File: src/rtl/reg_to_obi_bridge.sv
// reg_to_obi_bridge: lets a register-interface master issue single
// transactions onto an OBI initiator port. One outstanding transaction,
// all outputs registered.
// Optional build macro: REG_TO_OBI_TIMEOUT_EN adds a response timeout
// and a DRAIN state that swallows the late rvalid.

package reg_to_obi_pkg;
  localparam int AW = 32;
  localparam int DW = 32;

  typedef struct packed {
    logic [AW-1:0]   addr;
    logic            write;
    logic [DW-1:0]   wdata;
    logic [DW/8-1:0] wstrb;
    logic            valid;
  } reg_req_t;

  typedef struct packed {
    logic [DW-1:0] rdata;
    logic          error;
    logic          ready;
  } reg_rsp_t;

  typedef struct packed {
    logic            req;
    logic            we;
    logic [DW/8-1:0] be;
    logic [AW-1:0]   addr;
    logic [DW-1:0]   wdata;
  } obi_req_t;

  typedef struct packed {
    logic          gnt;
    logic          rvalid;
    logic [DW-1:0] rdata;
  } obi_resp_t;
endpackage

module reg_to_obi_bridge
  import reg_to_obi_pkg::*;
#(
  parameter int AW             = reg_to_obi_pkg::AW,  // must match the struct widths
  parameter int DW             = reg_to_obi_pkg::DW,
  parameter int TIMEOUT_CYCLES = 255                  // 1..65535, timeout build only
) (
  input  logic      clk_i,
  input  logic      rst_i,
  input  reg_req_t  reg_req_i,
  output reg_rsp_t  reg_rsp_o,
  output obi_req_t  obi_req_o,
  input  obi_resp_t obi_resp_i
);

`ifdef REG_TO_OBI_TIMEOUT_EN
  typedef enum logic [2:0] {IDLE, REQ, WAIT, RESP, DRAIN} state_t;
  localparam logic [DW-1:0] ERR_DATA = DW'(32'hBADC_AB1E);
  logic [15:0] cnt_q, cnt_d;
`else
  typedef enum logic [1:0] {IDLE, REQ, WAIT, RESP} state_t;
`endif

  state_t   state_q, state_d;
  obi_req_t obi_q, obi_d;
  reg_rsp_t rsp_q, rsp_d;

  assign obi_req_o = obi_q;
  assign reg_rsp_o = rsp_q;

  // Next-state and next-output logic; request fields and response data
  // default to holding so they stay stable between updates.
  always_comb begin
    state_d   = state_q;
    obi_d     = obi_q;
    rsp_d     = rsp_q;
    rsp_d.ready = 1'b0;
`ifdef REG_TO_OBI_TIMEOUT_EN
    cnt_d     = cnt_q;
`endif
    unique case (state_q)
      IDLE: begin
        if (reg_req_i.valid) begin
          obi_d.req   = 1'b1;
          obi_d.we    = reg_req_i.write;
          obi_d.addr  = reg_req_i.addr;
          obi_d.be    = reg_req_i.write ? reg_req_i.wstrb : '1;
          obi_d.wdata = reg_req_i.write ? reg_req_i.wdata : '0;
          state_d     = REQ;
        end
      end
      REQ: begin
        // req may not be retracted before gnt, so no timeout here
        if (obi_resp_i.gnt) begin
          obi_d.req = 1'b0;
          state_d   = WAIT;
`ifdef REG_TO_OBI_TIMEOUT_EN
          cnt_d     = '0;
`endif
        end
      end
      WAIT: begin
        if (obi_resp_i.rvalid) begin
          rsp_d.ready = 1'b1;
          rsp_d.error = 1'b0;
          rsp_d.rdata = obi_q.we ? '0 : obi_resp_i.rdata;
          state_d     = RESP;
        end
`ifdef REG_TO_OBI_TIMEOUT_EN
        else if (cnt_q == 16'(TIMEOUT_CYCLES - 1)) begin
          rsp_d.ready = 1'b1;
          rsp_d.error = 1'b1;
          rsp_d.rdata = ERR_DATA;
          state_d     = RESP;
        end else begin
          cnt_d = cnt_q + 16'd1;
        end
`endif
      end
      RESP: begin
        // valid is deliberately not sampled here; the completed request
        // must not be accepted a second time
`ifdef REG_TO_OBI_TIMEOUT_EN
        // error only comes from a timeout, so the slave still owes an rvalid
        state_d = rsp_q.error ? DRAIN : IDLE;
`else
        state_d = IDLE;
`endif
      end
`ifdef REG_TO_OBI_TIMEOUT_EN
      DRAIN: begin
        if (obi_resp_i.rvalid) state_d = IDLE;
      end
`endif
      default: state_d = IDLE;
    endcase
  end

  // State and output registers with synchronous reset.
  always_ff @(posedge clk_i) begin
    if (rst_i) begin
      state_q <= IDLE;
      obi_q   <= '0;
      rsp_q   <= '0;
`ifdef REG_TO_OBI_TIMEOUT_EN
      cnt_q   <= '0;
`endif
    end else begin
      state_q <= state_d;
      obi_q   <= obi_d;
      rsp_q   <= rsp_d;
`ifdef REG_TO_OBI_TIMEOUT_EN
      cnt_q   <= cnt_d;
`endif
    end
  end

endmodule

File: config.mk
export PLATFORM = sky130hd
export DESIGN_NAME = reg_to_obi_bridge
export DESIGN_NICKNAME = d
export VERILOG_FILES = /design/src/rtl/reg_to_obi_bridge.sv
export SDC_FILE = /design/constraint.sdc
export NUM_CORES = 1
export LEC_CHECK = 0
export CAP_MARGIN = 20
export CORE_UTILIZATION = 35
export CTS_BUF_LIST = sky130_fd_sc_hd__clkbuf_8
export DETAILED_ROUTE_END_ITERATION = 10
export HOLD_SLACK_MARGIN = 0.03
export PLACE_DENSITY = 0.79
export REMOVE_ABC_BUFFERS = 1
export SLEW_MARGIN = 20
export SYNTH_ARGS = -nofsm -noshare
export SYNTH_HDL_FRONTEND = slang
export SYNTH_SLANG_ARGS = --single-unit
export TNS_END_PERCENT = 5
File: constraint.sdc
create_clock -name clk_i -period 1.8 [get_ports clk_i]
set_input_delay 0.18 -clock clk_i [delete_from_list [all_inputs] [get_ports clk_i]]
set_output_delay 0.18 -clock clk_i [all_outputs]
set_load 0.05 [all_outputs]
==> impl_metrics.ini <==
[synth]
synth_ff_type = dfxtp_1
synth_warnings = 0
avgSynthCellArea_sq_um = 9.03
async_flop_share = 0
synth-seq-area-share = 0.576
synth.area.top_cells = dfxtp_1 58%, nand2_1 10%, a21oi_1 9.1%
synth_most_common_cell = dfxtp_1
synth_enable_flop_cells = 0
synth_top_cell_area_share = 0.576
synth_cell_types = 25
synth_seq_cells = 105
syn-cell-area_sq_um = 3650
synthTopCellsByCount = 105 x dfxtp_1, 102 x nand2_1, 66 x a21oi_1
synth_top_area_cell = dfxtp_1
syn_inst = 404

[detailed_routing]
drtPass1Iterations = 5
post_drt_wl_per_cell_um = 14.8
ant_nets = 0
dr.first_iter.drc_count = 122
drc = 0
vias = 3538
routed_wirelength_um = 10900
avgViaCountPerCell = 4.79

[finish]
fin_area_sq_um = 6060
regArea_sq_um = 2100
final_cells = 738
area_growth_pct = 66.0
finalNetCount = 710
multi_input_area_sq_um = 1360
fillers = 871
diodes = 0
drive_gt1_frac = 0.0545

[cts]
cts_root_buffer = clkbuf_8
clock_latency_ps = 350
clk_pin_slew_ps = 90
cts_buffers = 9
cts_setup_buffers = 0
cts_sinks = 105
h-tree-depth = 3
cts_tree = done
cts_max_path_buffers = 2

[run_status]
outcome = finished, final reports clean

[critical_path]
worstSetupPathType = reg -> out
crit_family = buffers and inverters
worst_setup_path_start_kind = flip-flop
startpoint = obi_req_o[68]
cp_cell_sequence = clkdlybuf4s50_1
reg2reg_slack_ps = 300
critPathMaxFanout = 3
slowest_delay_ps = 830
arrival_ps = 1550
r2r-end = obi_req_o[13]
path_buf_inv = 1
cp-end-kind = primary output
worstPathRequired_ps = 1620
r2r_start = state_q[0]
critPathSlowestCell = clkdlybuf4s50_1
worstRegToRegCells = 7

[hold_path]
hp-start = rst_i
holdPathStages = 2
hold_class = in -> reg
worstHoldEndpoint = obi_req_o[23]

[power_and_ir_drop]
pwr-share-seq = 0.378
clock_power_share = 0.189
p_sw_mw = 3.03
power.share.combinational = 0.432
leakagePower_nw = 2.22
swShare = 0.401
internal_power_mw = 4.52
peakVddDrop_mv = 0.515
powerDensity_nw_per_um2 = 1250

[floorplanning]
die_h_um = 104
initial_core_util = 0.367
ios = 210
core_area_sq_um = 9950
die_w_um = 104
rows = 36
dieArea_sq_um = 10800

[place]
port_buffers = 208
place_congestion = 0.786
post_dp_cell_area_sq_um = 5860
placedCellCount = 723
post-dp-hpwl_um = 8110

[global_route]
antenna_found_initial = 0
grt_max_degree = 52
gr-total-overflow = 0
grt.total_usage = 0.196
grt_pass1_wl_um = 17200
grt_pass1_vias = 3448

[flow_run]
maxCapViolCount = 0

[timing]
worst_pin_slew_ps = 561
period_share = 0.961
clock_skew_ps = 8.03
setup_viol = 0
worst_hold_slack_ps = 208
rsz0062_at_grt = false
finalCriticalPeriod_ps = 1730
slew_viol_final = 0
hold_viol_final = 0
max_freq_mhz = 578
slew_headroom = 0.625
-- stage by stage --
step                TNS (ps)  worst slack, ps  utilization  power (mW)
floorplan             -33850             -361            -        4.83
global placement           0              306        0.589        6.10
detailed placement         0              265        0.589        6.18
CTS                        0             38.2        0.608        7.63
global route               0             15.7        0.609        7.92
finish                     0             70.0        0.609        7.54
-- timing repair --
action                                  4_1_cts  5_1_grt
resized for setup                             0        1
hold buffers                                  0        0
endpoints found under the setup margin        0        1
-- metal layers --
metal	routed length, um	track usage	vias up	share of wire
li1	-	-	1755	-
met1	4390	0.220	1659	0.40
met2	5810	0.359	107	0.53
met3	495	0.0451	17	0.045
met4	229	0.0724	0	0.021
met5	0	0	-	0
-- cell usage in the layout, fill, tap and decap left out, drive strengths merged --
cell type	instances
and2	1
conb	1
clkinvlp	2
mux2i	1
dfxtp	105
or2	1
buf	13
nor2	6
ha	3
a22o	32
nor3b	4
clkbuf	10
a21oi	66
nor3	5
inv	5
o21a	1
clkinv	1
bufinv	1
nand2b	3
nand2	102
nand3	32
dlymetal6s2s	1
o221a	1
a32oi	1
clkdlybuf4s50	206
a31oi	1
-- cell families after synthesis --
family	synth area share
other cells	0.00103
simple gates	0.180
mux	0.00274
compound gates	0.177
flops	0.576
fa+ha+maj	0.0103
buf+inv	0.0532
-- registers in the layout, indices dropped and copies added, names as in the netlist --
| name | flops |
|---|---|
| state_q | 2 |
| reg_rsp_o | 33 |
| obi_req_o | 70 |
-- power by group through the flow --
stage	Sequential [mW]	Clock (mW)	Combinational, mW
after floorplan	4.03	0	0.806
after global placement	2.89	0	3.22
after detailed placement	2.91	0	3.27
after CTS	2.86	1.49	3.28
after global routing	2.90	1.56	3.46
final	2.85	1.43	3.26
-- final cells by class --
cell class / instances / share of cell area
Clock buffer: 10 / 0.0227
Clock inverter: 5 / 0.00950
Inverter: 4 / 0.00248
Multi-Input combinational cell: 261 / 0.224
Sequential cell: 105 / 0.347
Tap cell: 133 / 0.0275
Timing Repair Buffer: 220 / 0.366
-- worst max-delay path by stage --
stage,slack (ps),cells after the start,end
after CTS,40,1,obi_req_o[68]
after detailed placement,270,5,obi_req_o[0]
after global routing,20,1,obi_req_o[68]
after global placement,310,5,obi_req_o[22]
after floorplan,-360,5,obi_req_o[0]
final,70,1,obi_req_o[68]
Power figures use the tool's default switching activity.
